### config.mk
export PLATFORM = sky130hd
export DESIGN_NAME = avg_chan_scheduler
export DESIGN_NICKNAME = d
export VERILOG_FILES = /design/src/rtl/avg_chan_scheduler_pkg.sv /design/src/rtl/avg_chan_scheduler_rr_arbiter.sv /design/src/rtl/avg_chan_scheduler.sv
export SDC_FILE = /design/constraint.sdc
export NUM_CORES = 1
export LEC_CHECK = 0
export CORE_AREA = 5 5 142 212
export CTS_BUF_LIST = sky130_fd_sc_hd__clkbuf_8
export CTS_CLUSTER_SIZE = 10
export DETAILED_ROUTE_END_ITERATION = 16
export DIE_AREA = 0 0 147 217
export GPL_TIMING_DRIVEN = 0
export PLACE_DENSITY_LB_ADDON = 0.05
export SLEW_MARGIN = 40
export SYNTH_ARGS = -nofsm -noshare
export SYNTH_HDL_FRONTEND = slang
export SYNTH_SLANG_ARGS = --single-unit
### constraint.sdc
create_clock -name clk -period 14.7 [get_ports clk]
set_clock_uncertainty 0.1 [all_clocks]
set_input_delay 2.94 -clock clk [delete_from_list [all_inputs] [get_ports clk]]
set_output_delay 2.94 -clock clk [all_outputs]
set_load 0.01 [all_outputs]
### src/rtl/avg_chan_scheduler_pkg.sv
// Shared types and helpers for the channel-multiplexed averaging decimator.
package avg_sched_pkg;

    typedef enum logic {RUN, FLUSH} state_e;

    localparam int unsigned DEF_MAX_SHIFT = 6;

    function automatic int unsigned ch_w(input int unsigned nch);
        return (nch > 1) ? $clog2(nch) : 1;
    endfunction

    // Terminal count for a block of 2^shift samples.
    function automatic logic [7:0] len_mask(input logic [2:0] shift);
        return (8'd1 << shift) - 8'd1;
    endfunction

endpackage

### src/rtl/avg_chan_scheduler_rr_arbiter.sv
// Combinational round-robin arbiter: first request found searching from ptr+1.
module rr_arbiter
    import avg_sched_pkg::*;
#(
    parameter int unsigned NCH = 4
) (
    input  logic [NCH-1:0]         req,
    input  logic [ch_w(NCH)-1:0]   ptr,
    output logic [NCH-1:0]         grant,
    output logic [ch_w(NCH)-1:0]   grant_idx,
    output logic                   any
);

    localparam int unsigned CH_W = ch_w(NCH);

    int unsigned idx;

    always_comb begin
        grant     = '0;
        grant_idx = '0;
        any       = 1'b0;
        idx       = 0;
        for (int unsigned k = 1; k <= NCH; k++) begin
            idx = (32'(ptr) + k) % NCH;
            if (!any && req[idx]) begin
                any        = 1'b1;
                grant[idx] = 1'b1;
                grant_idx  = CH_W'(idx);
            end
        end
    end

endmodule

### src/rtl/avg_chan_scheduler.sv
// Round-robin shared averaging decimator over NCH channels.
// Define AVG_ROUND_EN for round-half-up (saturating) output instead of truncation.
module avg_chan_scheduler
    import avg_sched_pkg::*;
#(
    parameter int unsigned NCH       = 4,
    parameter int unsigned DW        = 24,
    parameter int unsigned MAX_SHIFT = DEF_MAX_SHIFT,
    parameter int unsigned ACC_W     = 32
) (
    input  logic                     clk,
    input  logic                     rst,
    input  logic [NCH*DW-1:0]        ch_data,
    input  logic [NCH-1:0]           ch_valid,
    output logic [NCH-1:0]           ch_ready,
    input  logic [2:0]               cfg_shift,
    input  logic                     cfg_update,
    output logic [DW-1:0]            avg_data,
    output logic [$clog2(NCH)-1:0]   avg_ch,
    output logic                     avg_valid,
    output logic                     busy_flush
);

    localparam int unsigned CH_W      = ch_w(NCH);
    localparam logic [2:0]  SHIFT_CAP = 3'(MAX_SHIFT);

    if (ACC_W < DW + MAX_SHIFT) begin : g_acc_chk
        $error("ACC_W must be >= DW + MAX_SHIFT");
    end
    if (MAX_SHIFT > 7) begin : g_shift_chk
        $error("MAX_SHIFT must fit the 3-bit cfg_shift range");
    end

    state_e           state;
    logic [CH_W-1:0]  ptr;
    logic [2:0]       shift_q;
    logic [2:0]       shift_pend;
    logic [ACC_W-1:0] acc [NCH];
    logic [7:0]       cnt [NCH];

    logic [NCH-1:0]   grant;
    logic [CH_W-1:0]  grant_idx;
    logic             any;
    logic [DW-1:0]    sel_data;
    logic [ACC_W-1:0] sum;
    logic [DW-1:0]    avg_next;
    logic [2:0]       shift_req;
    logic [2:0]       shift_new;

    rr_arbiter #(.NCH(NCH)) u_arb (
        .req       (ch_valid),
        .ptr       (ptr),
        .grant     (grant),
        .grant_idx (grant_idx),
        .any       (any)
    );

    assign ch_ready = (state == RUN) ? grant : '0;

`ifdef AVG_ROUND_EN
    logic [ACC_W:0] rnd_add;
    logic [ACC_W:0] rnd_shr;
`endif

    always_comb begin
        sel_data  = ch_data[grant_idx*DW +: DW];
        sum       = acc[grant_idx] + ACC_W'(sel_data);
        // An update arriving during FLUSH overrides the value latched earlier.
        shift_req = cfg_update ? cfg_shift : shift_pend;
        shift_new = (shift_req > SHIFT_CAP) ? SHIFT_CAP : shift_req;
`ifdef AVG_ROUND_EN
        rnd_add  = (shift_q == 3'd0) ? '0 : ((ACC_W+1)'(1) << (shift_q - 3'd1));
        rnd_shr  = ({1'b0, sum} + rnd_add) >> shift_q;
        avg_next = (|rnd_shr[ACC_W:DW]) ? '1 : rnd_shr[DW-1:0];
`else
        avg_next = DW'(sum >> shift_q);
`endif
    end

    always_ff @(posedge clk) begin
        if (rst) begin
            state      <= RUN;
            ptr        <= CH_W'(NCH - 1);
            shift_q    <= '0;
            shift_pend <= '0;
            avg_data   <= '0;
            avg_ch     <= '0;
            avg_valid  <= 1'b0;
            busy_flush <= 1'b0;
            for (int unsigned i = 0; i < NCH; i++) begin
                acc[i] <= '0;
                cnt[i] <= '0;
            end
        end else begin
            avg_valid <= 1'b0;
            if (cfg_update) shift_pend <= cfg_shift;
            case (state)
                RUN: begin
                    if (any) begin
                        ptr <= grant_idx;
                        if (cnt[grant_idx] == len_mask(shift_q)) begin
                            avg_data       <= avg_next;
                            avg_ch         <= grant_idx;
                            avg_valid      <= 1'b1;
                            acc[grant_idx] <= '0;
                            cnt[grant_idx] <= '0;
                        end else begin
                            acc[grant_idx] <= sum;
                            cnt[grant_idx] <= cnt[grant_idx] + 8'd1;
                        end
                    end
                    if (cfg_update) begin
                        state      <= FLUSH;
                        busy_flush <= 1'b1;
                    end
                end
                FLUSH: begin
                    for (int unsigned i = 0; i < NCH; i++) begin
                        acc[i] <= '0;
                        cnt[i] <= '0;
                    end
                    shift_q    <= shift_new;
                    state      <= RUN;
                    busy_flush <= 1'b0;
                end
                default: state <= RUN;
            endcase
        end
    end

endmodule

==> results.txt <==
Routed WL - 44.6 mm
largest family of logic cells by synthesized area - simple AND/OR/NAND/NOR gates
number of I/O pins - 138
XOR/XNOR share of the synthesized area - 2.47%
Filler Cell Count - 2670
crit end category - flip-flop
WP depth - 25
Initial Util - 44.6%
post-synthesis mux area share - 7.42%
ys flop type - edfxtp_1
DIE WIDTH - 147 µm
Seq cells post-synth - 193
utilization after layout - 53.4%
Antenna Violating Nets Remaining - 0
latest clock arrival within the worst-skew pair - 0.53 ns
Critical Path AT - 11.64 ns
sequential standard cell area - 5430 µm²
most common cell after layout, fill and taps aside - nand2_1
Post-synth ARST share - 0%
fin nets - 1685
PnR worst setup slack - 3.36 ns
met2 Track Usage GR - 50.6%
EDFF count, synth - 156
min-delay worst type - reg -> reg
largest net degree at the start of global routing - 31
Req. time, crit path - 15.00 ns
syn nets - 1517
gr busiest metal - met2
slowest stage delay, CP - 0.64 ns
slowest CP cell - xor2_1
Detailed Place HPWL - 33.4 mm
Critical Path Most Common Cell - clkbuf_1
Setup crit start kind - primary input
CP bufs+invs - 7
crit path time final - 11.34 ns
CP top delay family - buffers and inverters
Post-CTS Setup Repair Bufs - 0
worst slew pin tran - 0.922 ns
num rows - 75
Finish-stage setup viols - 0
Final Hold Fails - 0
final period utilization - 77.2%
Mapped Cells - 1376
1st-pass router iterations - 5
CTS tree - built
fin cells - 1903
via count - 11400
DR WL/cell - 23.4 µm
WS Path Type - in -> reg
Final GP Congestion - 0.974
IO buf count - 136
CTS root buffer - clkbuf_8
met3 usage - 4.89%
GR Overflow Total - 0
P&R area growth vs syn - 19.6%
area of the multi-input gates - 6530 µm²
Synth Area in Compound Gates - 13.9%
achievable clock frequency - 88.1 MHz
CTS clk-pin slew, worst paths - 0.10 ns
post-synthesis adder-cell area fraction - 3.58%
worst slack, placed - 2.96 ns
M1 GR Usage - 31.6%
Setup TNS - 0 ns
drt drc - 0
H-Tree Depth - 4
Cell Area, Synth - 12400 µm²
total core area - 27900 µm²
DR iter-0 viols - 803
vias in the first global route - 11400
Die ar. - 31900 µm²
worst r2r path cells - 28
first-pass GRT wire length - 68.1 mm
share of cells above drive strength 1 - 7.96%
RSZ-0062 raised after global routing - false
# Max-Cap Violations - 0
Slew HR - 38.5%
fin. max-slew vios - 0
diodes inserted - 0
Post-Synth Simple-Gate Area - 24.6%
CTS sink cnt - 193
drt via density - 5.98
initial antenna violation count - 0
Hold Buf Count CTS - 0
All-Layer GR Usage - 27.9%
clk buf depth - 2
yosys warns - 0
average size of a mapped cell - 9.03 µm²
worst hold stages - 1
CTS Buf Count - 17
post-CTS sizing - 0
height of the die - 217 µm
number of distinct library cells after synthesis - 75
outcome - finished clean
Inst Count DP - 1871
most frequent cells in the layout - nand2_1 (272), nor2_1 (187), edfxtp_1 (156)
Critical Path Fanout Max - 10
register area share after synthesis - 43.6%
[worst reg2reg max path, delay by kind of cell (launching register included)]
family	cells	cell delay (ns)
AO/OA/AOI/OAI	11	3.24
XOR/XNOR	1	0.64
adder cells (fa/ha/maj)	2	0.71
buffers and inverters	9	3.58
flip-flops	1	0.46
multiplexers	1	0.43
AND/OR/NAND/NOR	4	0.68
[Yosys cell counts (all sizes together), types with 7 or more instances]
library cell | count | share of area, %
nor2 | 188 | 5.7
and3 | 63 | 3.2
nand3 | 31 | 1.4
and2 | 15 | 0.75
o211ai | 12 | 0.72
buf | 42 | 2.1
nor2b | 8 | 0.42
nor3 | 27 | 1.2
xor2 | 17 | 1.2
a221oi | 9 | 0.63
o21ai | 39 | 1.6
nor4 | 33 | 1.7
mux2i | 55 | 4.4
edfxtp | 156 | 38
mux4 | 13 | 2.4
xnor2 | 18 | 1.3
mux2 | 7 | 0.63
a211oi | 24 | 1.6
ha | 34 | 3.4
a21o | 14 | 0.85
or3 | 9 | 0.65
a31oi | 59 | 3.0
inv | 17 | 0.51
nand2 | 274 | 8.3
a21oi | 31 | 1.2
clkbuf | 60 | 1.8
dfxtp | 37 | 6.0
[logic make-up after synthesis]
group | count (synthesis)
buffers and inverters | 119
adder cells (fa/ha/maj) | 35
AO/OA/AOI/OAI | 249
multiplexers | 75
flip-flops | 193
XOR/XNOR | 35
AND/OR/NAND/NOR | 670
[area by class of cell]
cell class	count	area share [%]
multi-input combinational	1064	43.9
sequential	193	36.5
timing repair buffer	149	10.4
buffer	102	3.30
tap	346	2.91
clock buffer	17	1.57
clock inverter	15	0.993
inverter	17	0.429
[state kept, by name, summed over array words and instances (netlist names)]
signal and count:
state 1, avg_ch 2, ptr 2, avg_data 24
cnt 32, avg_valid 1, shift_pend 3, busy_flush 1
shift_q 3, acc 124
[per-layer routing]
| layer | routed length, µm | vias to the layer above |
|---|---|---|
| met4 | 2150 | 0 |
| li1 | - | 5330 |
| met5 | 0 | - |
| met2 | 23000 | 446 |
| met1 | 16900 | 5498 |
| met3 | 2550 | 112 |
[through the flow]
step | hold slack (ns) | cell area (µm²)
floorplan | 0.376 | 12400
global placement | 0.359 | 14200
detailed placement | 0.357 | 14500
CTS | 0.386 | 14900
global route | 0.426 | 14900
finish | 0.391 | 14900
[path summary, 6_finish.rpt]
check | start | to | slack, ns
worst max-delay path | ch_valid[0] | avg_data[22] | 3.36
worst min-delay path | busy_flush | busy_flush | 0.39
worst max register to register | ptr[0] | avg_data[22] | 4.74
worst min register to register | busy_flush | busy_flush | 0.39
Power is left out: the tool's default activity adds up to more than one toggle a clock period on the data nets, which glitch-free logic cannot reach.
